## config.mk

```make
export PLATFORM = sky130hd
export DESIGN_NAME = if_prefetch_queue
export DESIGN_NICKNAME = d
export VERILOG_FILES = /design/src/rtl/if_prefetch_queue.sv
export SDC_FILE = /design/constraint.sdc
export NUM_CORES = 1
export LEC_CHECK = 0
export CORE_AREA = 5 5 143 145
export DETAILED_ROUTE_END_ITERATION = 12
export DIE_AREA = 0 0 148 150
export MAX_ROUTING_LAYER = met4
export SLEW_MARGIN = 20
export SYNTH_ARGS = -nofsm -noshare
export SYNTH_HDL_FRONTEND = slang
export SYNTH_SLANG_ARGS = --single-unit
```

## constraint.sdc

```tcl
create_clock -name clk -period 3.2 [get_ports clk]
set_input_delay 0.64 -clock clk [delete_from_list [all_inputs] [get_ports clk]]
set_output_delay 0.64 -clock clk [all_outputs]
set_load 0.01 [all_outputs]
```

## src/rtl/if_prefetch_queue.sv

```systemverilog
// Instruction-fetch front end: issues sequential reads to a variable-latency
// instruction memory, buffers returned words with their PCs in a small FIFO,
// and presents them to decode through a valid/ready handshake. A redirect
// flushes the queue and squashes any in-flight word so decode never sees a
// wrong-path instruction.
module if_prefetch_queue #(
  parameter int              AW       = 16,
  parameter int              DW       = 16,
  parameter int              DEPTH    = 4,
  parameter logic [AW-1:0]   RESET_PC = '0
) (
  input  logic                       clk,
  input  logic                       rst,
  output logic                       mem_req,
  output logic [AW-1:0]              mem_addr,
  input  logic                       mem_ack,
  input  logic [DW-1:0]              mem_rdata,
  output logic                       id_valid,
  output logic [DW-1:0]              id_instr,
  output logic [AW-1:0]              id_pc,
  input  logic                       id_ready,
  input  logic                       redirect,
  input  logic [AW-1:0]              redirect_pc,
  input  logic                       hlt,
  output logic [AW-1:0]              fetch_pc,
  output logic [$clog2(DEPTH+1)-1:0] count
);

  localparam int PW = $clog2(DEPTH);
  localparam int CW = $clog2(DEPTH+1);
  localparam logic [CW-1:0] DEPTH_C = CW'(DEPTH);

  // WAIT: live request outstanding; DROP: request outstanding whose word is squashed
  typedef enum logic [1:0] {ST_IDLE = 2'd0, ST_WAIT = 2'd1, ST_DROP = 2'd2} state_t;

  state_t          state_q, state_d;
  logic [AW-1:0]   fetch_pc_q, fetch_pc_d;
  logic [AW-1:0]   addr_q, addr_d;
  logic            req_q, req_d;
  logic [CW-1:0]   count_q, count_d;
  logic [PW-1:0]   wr_ptr_q, wr_ptr_d;
  logic [PW-1:0]   rd_ptr_q, rd_ptr_d;
  logic [DW-1:0]   data_q [DEPTH];
  logic [AW-1:0]   pc_q   [DEPTH];

  logic            pop_s;
  logic            push_s;
  logic [CW:0]     cnt_after_s;
  logic [AW-1:0]   pc_inc_s;

  // Next-state logic for the fetch FSM, request port and FIFO bookkeeping
  always_comb begin
    state_d     = state_q;
    fetch_pc_d  = fetch_pc_q;
    addr_d      = addr_q;
    count_d     = count_q;
    wr_ptr_d    = wr_ptr_q;
    rd_ptr_d    = rd_ptr_q;
    push_s      = 1'b0;
    pop_s       = (count_q != {CW{1'b0}}) && id_ready;
    pc_inc_s    = fetch_pc_q + AW'(1);
    // occupancy if the current word is pushed; used to decide back-to-back issue
    cnt_after_s = {1'b0, count_q} + (CW+1)'(1) - (CW+1)'(pop_s);

    case (state_q)
      ST_IDLE: begin
        if (redirect) begin
          fetch_pc_d = redirect_pc;
        end else if (!hlt && (count_q < DEPTH_C)) begin
          state_d = ST_WAIT;
          addr_d  = fetch_pc_q;
        end else begin
          state_d = ST_IDLE;
        end
      end
      ST_WAIT: begin
        if (mem_ack) begin
          if (redirect) begin
            fetch_pc_d = redirect_pc;
            state_d    = ST_IDLE;
          end else begin
            push_s     = 1'b1;
            fetch_pc_d = pc_inc_s;
            if (!hlt && (cnt_after_s < {1'b0, DEPTH_C})) begin
              addr_d = pc_inc_s;
            end else begin
              state_d = ST_IDLE;
            end
          end
        end else if (redirect) begin
          fetch_pc_d = redirect_pc;
          state_d    = ST_DROP;
        end else begin
          state_d = ST_WAIT;
        end
      end
      ST_DROP: begin
        if (redirect) begin
          fetch_pc_d = redirect_pc;
        end else begin
          fetch_pc_d = fetch_pc_q;
        end
        if (mem_ack) begin
          state_d = ST_IDLE;
        end else begin
          state_d = ST_DROP;
        end
      end
      default: begin
        state_d = ST_IDLE;
      end
    endcase

    // a redirect flushes the queue and overrides any same-cycle push or pop
    if (redirect) begin
      count_d  = '0;
      wr_ptr_d = '0;
      rd_ptr_d = '0;
    end else begin
      count_d = count_q + CW'(push_s) - CW'(pop_s);
      if (push_s) begin
        wr_ptr_d = wr_ptr_q + PW'(1);
      end else begin
        wr_ptr_d = wr_ptr_q;
      end
      if (pop_s) begin
        rd_ptr_d = rd_ptr_q + PW'(1);
      end else begin
        rd_ptr_d = rd_ptr_q;
      end
    end

    req_d = (state_d == ST_WAIT) || (state_d == ST_DROP);
  end

  // State, PC, request and FIFO pointer registers with synchronous reset
  always_ff @(posedge clk) begin
    if (rst) begin
      state_q    <= ST_IDLE;
      fetch_pc_q <= RESET_PC;
      addr_q     <= RESET_PC;
      req_q      <= 1'b0;
      count_q    <= '0;
      wr_ptr_q   <= '0;
      rd_ptr_q   <= '0;
    end else begin
      state_q    <= state_d;
      fetch_pc_q <= fetch_pc_d;
      addr_q     <= addr_d;
      req_q      <= req_d;
      count_q    <= count_d;
      wr_ptr_q   <= wr_ptr_d;
      rd_ptr_q   <= rd_ptr_d;
    end
  end

  // FIFO storage; contents are only observable through a valid head entry
  always_ff @(posedge clk) begin
    if (push_s && !redirect) begin
      data_q[wr_ptr_q] <= mem_rdata;
      pc_q[wr_ptr_q]   <= fetch_pc_q;
    end else begin
      data_q[wr_ptr_q] <= data_q[wr_ptr_q];
      pc_q[wr_ptr_q]   <= pc_q[wr_ptr_q];
    end
  end

  assign mem_req  = req_q;
  assign mem_addr = addr_q;
  assign fetch_pc = fetch_pc_q;
  assign count    = count_q;
  assign id_valid = (count_q != {CW{1'b0}});
  assign id_instr = id_valid ? data_q[rd_ptr_q] : '0;
  assign id_pc    = id_valid ? pc_q[rd_ptr_q]   : '0;

endmodule

```

# After elaboration in Yosys (flattened, before gate mapping)

Memory sizes are Yosys's and may differ from the RTL's. A register that Yosys moved wholly into a read port is not among the register bits.
Index checks and enable logic that the tools add are counted.

Input port bits: 38
Logic and storage cells: 77
Flip-flop bits (word level): 42
Output and inout port bits: 69
ROM bits: 0
Latch bits: 0
Memories kept: 2
Bits in writable memories: 128

Memories:

| name   | words | width | read ports | clocked after Yosys merged registers in | wr ports | RTL line | text |
|---|---|---|---|---|---|---|---|
| data_q | 4     | 16    | 1          | 1                                       | 1        | 43       | `logic [DW-1:0] data_q [DEPTH];` |
| pc_q   | 4     | 16    | 1          | 1                                       | 1        | 44       | `logic [AW-1:0] pc_q [DEPTH];` |

Multiplexer cells: 32
Shift-type cells: 0
Eq/ne operators: 10
Div/mod/pow operators: 0
Multipliers: 0
Magnitude comparators: 2
Add/subtract/negate cells: 7
Bitwise logic cells: 2
Reductions and logical operators: 15

Operators with widths:

| operator                                                    | count |
|---|---|
| two-way mux 16 bit                                          | 12 |
| one-hot mux 16 bit (2 select lines)                         | 2 |
| two-way mux 2 bit                                           | 10 |
| adder 16 x 1 -> 16 bit (second input constant)              | 1 |
| != test 2 bit (second input constant)                       | 5 |
| two-way mux 1 bit                                           | 7 |
| one-hot mux 2 bit (3 select lines)                          | 1 |
| AND reduction 6 bit                                         | 1 |
| adder 2 x 1 -> 2 bit (second input constant)                | 2 |
| adder 3 x 1 -> 4 bit (second input constant)                | 1 |
| equality test 2 x 1 -> 1 bit (second input constant)        | 2 |
| equality test 2 bit (second input constant)                 | 2 |
| logical AND 1 bit                                           | 4 |
| less-than comparator 4 x 3 -> 1 bit (second input constant) | 1 |
| nonzero test 2 bit                                          | 2 |
| OR reduction 2 bit                                          | 2 |
| subtractor 4 x 1 -> 4 bit                                   | 1 |
| adder 3 x 1 -> 3 bit                                        | 1 |
| less-than comparator 3 bit (second input constant)          | 1 |
| nonzero test 3 bit                                          | 1 |
| subtractor 3 x 1 -> 3 bit                                   | 1 |
| zero test 1 bit                                             | 2 |
| zero test 2 bit                                             | 1 |
| OR 1 bit                                                    | 2 |
| other kinds (3)                                             | 3 |

# Logic depth before layout (Yosys ltp)

Word-level depth: 11
Gate-level depth with buffers: 11
Gate-level depth less buffers: 10

# Worst setup path after synthesis

No wires, ideal clock.

Path type: input -> register
Start: in redirect
End: mem data_q[0][0] (enable)
Cell stages on the path: 4
Path slack: 0.709 ns
Setup time: 0.392 ns
Buffers on the path: 2
Arrival: 2.099 ns
Path through: clkbuf_1 -> nor2b_1 -> clkbuf_1 -> and3_1

Cells in the longest elaborated chain, start to end: 7
Elaborated cells between the ends (all ways): 10
Those cells by class: mux (6); bitwise (1); reduce/logical (3)

RTL lines:

| element                                                                               | RTL line | text |
|---|---|---|
| from (decl)                                                                           | 22       | `input logic redirect,` |
| two-way mux 1 bit                                                                     | 78       | `if (redirect) begin` |
| two-way mux 1 bit                                                                     | 77       | `if (mem_ack) begin` |
| two-way mux 1 bit                                                                     | 65       | `case (state_q)` |
| logical AND 1 bit (*)                                                                 | 159      | `if (push_s && !redirect) begin` |
| two-way mux 1 bit, on equally long branches                                           | 159, 163 |  |
| two-way mux 1 bit (not written as such) / AND reduction 2 bit (equally long branches) | --       |  |
| OR 1 bit (no source line) (*)                                                         | --       |  |
| to (decl)                                                                             | 43       |  |

Mark *: on every way between the ends. The rest lies on a longest branch, timed or not.

==> flow_summary_export.csv <==
group,metric,value,unit
floorplanning,rows,51,
timing,setup_viol,0,
cts,clock_path_buffers,2,
floorplanning,die_w,148,µm
logic_synthesis,yosysSeqAreaShare,63.5,%
logic_synthesis,yosys_warnings,0,
drt,vias,4849,
timing,hold_slack,0.520,ns
layout,final_common_cell,"edfxtp_1",
logic_synthesis,synth_edf_count,128,
global_routing,grt_pass1_vias,5034,
placed_design,dpl.cell_count,853,
timing,fmax,327,MHz
global_routing,gr-usage-met3,3.51,%
timing,hold_violations,0,
drt,first_iter_violations,421,
cts,clk_latency,0.43,ns
timing,skew,0.0111,ns
global_routing,grt-ovfl-total,0,
power,p_switching,1.07,mW
cts,hold_buffers,0,
placed_design,dpl.hpwl,12200,µm
logic_synthesis,async_flop_share,0,%
logic_synthesis,synth_cells,522,
timing,worst_slew_pin_slew,0.606,ns
logic_synthesis,netlist_area,0.00744,mm²
floorplanning,dieArea,0.0222,mm²
global_routing,antenna_found_initial,0,
worst_setup_path,cp.arrival,2.42,ns
logic_synthesis,synth-seq-cells,172,
cts,cts_htree_levels,4,
power,pwr-share-seq,50.0,%
cts,clock_sinks,172,
worst_setup_path,startpoint_type,"flop",
drt,dr.pass1.iters,5,
placed_design,gp_congestion,0.870,
logic_synthesis,synth.net_count,568,
power,leakagePower,3.09,nW
worst_setup_path,cp.required,2.56,ns
drt,wl_per_cell,20.2,µm
worst_setup_path,critPathMaxFanout,12,
layout,nFillCells,1608,
drt,drc_errors,0,
global_routing,gr-max-usage-layer,"met2",
timing,fin_crit_sh,95.6,%
hold_path,hold_path_class,"flop to flop",
global_routing,grt_max_degree,34,
layout,drive_gt1_share,16.8,%
logic_synthesis,avgSynthCellArea,14.3,µm²
timing,setup_slack,0.141,ns
layout,layout_common_cells,"edfxtp_1 (128), clkdlybuf4s50_1 (106), dfxtp_1 (42)",
global_routing,met1_usage,22.9,%
logic_synthesis,synth-main-ff-cell,"edfxtp_1",
drt,drt-total-wl,17800,µm
timing,rsz0062_at_grt,"no",
placed_design,dp_slack,0.399,ns
timing,maxSlewViolCount,0,
cts,cts.repair.resized,0,
floorplanning,io_pins,107,
status,outcome,"finished clean",
floorplanning,dieHeight,150,µm
layout,final_net_count,680,
layout,syn2layout_area_growth,27.6,%
cts,tritoncts,"yes",
power,p_clk_share,42.6,%
global_routing,track_usage,17.1,%
logic_synthesis,synth.distinct_cells,64,
placed_design,port_buffers,106,
global_routing,grt_first_pass_wirelength,28400,µm
cts,post-cts-setup-buffers,0,
power,combPwrFrac,7.4,%
drt,vias_per_cell,5.48,
drt,antenna_left,0,
power,power_density,524,mW/mm²
power,peakVddDrop,374,µV
timing,fin_setup_tns,0,ns
timing,final.min_clock_period,3.06,ns
worst_setup_path,criticalPathCategory,"flop to output port",
power,swShare,21.6,%
global_routing,gr-usage-met2,26.6,%
timing,worst_slew_margin_rel,59.3,%
floorplanning,start_util,39.0,%
layout,instances_no_fill,885,
cts,clockRootBuffer,"clkbuf_16",
cts,path_clk_slew,0.07,ns
power,cell_internal_pwr,3.90,mW
cts,numCtsBuffers,17,
layout,antenna_cells,0,
floorplanning,coreArea,0.0191,mm²
worst_setup_path,cp-end-kind,"output port",
job,cap_violations,0,
==> worst max-delay path, cell delays in order (launching register included) <==
cell	delay, ns
dfxtp_2	0.59
buf_12	0.22
mux4_2	0.50
and2_1	0.20
clkdlybuf4s50_1	0.49
==> per-stage QoR <==
step           utilization [%]  instance area, µm²  power, mW
6_report                  49.8                9500       4.97
5_1_grt                   49.8                9500       5.13
4_1_cts                   49.8                9500       5.01
3_5_place_dp              46.5                8880       2.90
3_3_place_gp              46.5                8880       2.89
2_1_floorplan                -                7440       2.69
==> cell usage after synthesis, types with 5 or more instances <==
cell type  instances  area (µm²)
a21oi_1           20         100
nand2_1           18        67.6
clkbuf_1          18        67.6
a211oi_1           7        52.6
mux4_2            32         721
nor2b_1            5        31.3
xnor2_1           18         158
and3_1             5        31.3
buf_2              8        40.0
a22oi_1            5        37.5
and2_1            34         213
nor2_1            23        86.3
o31ai_1            8        60.1
nor4_1            10        62.6
o21ai_0           17        85.1
dfxtp_1           44         881
nand3_1            8        40.0
nand2b_1           5        31.3
ha_1               7        87.6
edfxtp_1         128        3840
inv_1             12        45.0
nor3_1            19        95.1
buf_4              6        45.0
==> logic make-up (layout without fill, tap and decap cells) <==
group,after synthesis,in the layout,share of synthesized area (%)
simple gates,147,147,11.2
flops,172,172,63.5
compound gates,84,84,7.62
mux,37,37,10.4
xor+xnor,21,21,2.47
fa+ha+maj,8,8,1.45
buf+inv,53,178,3.36
==> sequential cells by signal, summed over array words and instances, names as in the netlist, 2 cells and up, named ones only <==
register and cells:
mem_addr 16, wr_ptr_q 2, count 3, rd_ptr_q 2, data_q 64, fetch_pc 16, state_q 2, pc_q 64
==> power groups by stage <==
stage	Sequential [mW]	Clock, mW	Combinational, mW
finish	2.48	2.12	0.367
global route	2.49	2.25	0.396
CTS	2.48	2.15	0.369
detailed placement	2.53	0	0.366
global placement	2.53	0	0.364
floorplan	2.53	0	0.166
==> layer usage <==
metal  wire length (µm)  share of wire (%)
met5                  0                  0
met4                316                1.8
met3               1110                6.2
met2               8510                 48
met1               7900                 44
==> final timing paths <==
kind / slack, ns / cells after the start / endpoint / from
setup / recovery: 0.14 / 4 / id_pc[2] / flop
hold / removal: 0.52 / 2 / wr_ptr_q[1]$_SDFFE_PP0P_ / wr_ptr_q[1]$_SDFFE_PP0P_
setup reg to reg: 0.62 / 4 / mem_addr[15]$_SDFFE_PP0P_ / fetch_pc[4]$_SDFFE_PP0P_
hold reg to reg: 0.52 / 2 / wr_ptr_q[1]$_SDFFE_PP0P_ / wr_ptr_q[1]$_SDFFE_PP0P_
==> area by class of cell <==
| cell class | count | area, µm² | area share, % |
|---|---|---|---|
| clock inverter | 13 | 164 | 1.73 |
| timing repair buffer | 132 | 1330 | 14.0 |
| tap | 238 | 298 | 3.14 |
| multi-input combinational | 297 | 2470 | 26.0 |
| sequential | 172 | 4730 | 49.8 |
| inverter | 14 | 52.6 | 0.553 |
| clock buffer | 19 | 453 | 4.77 |
(Power assumes the default switching activity.)
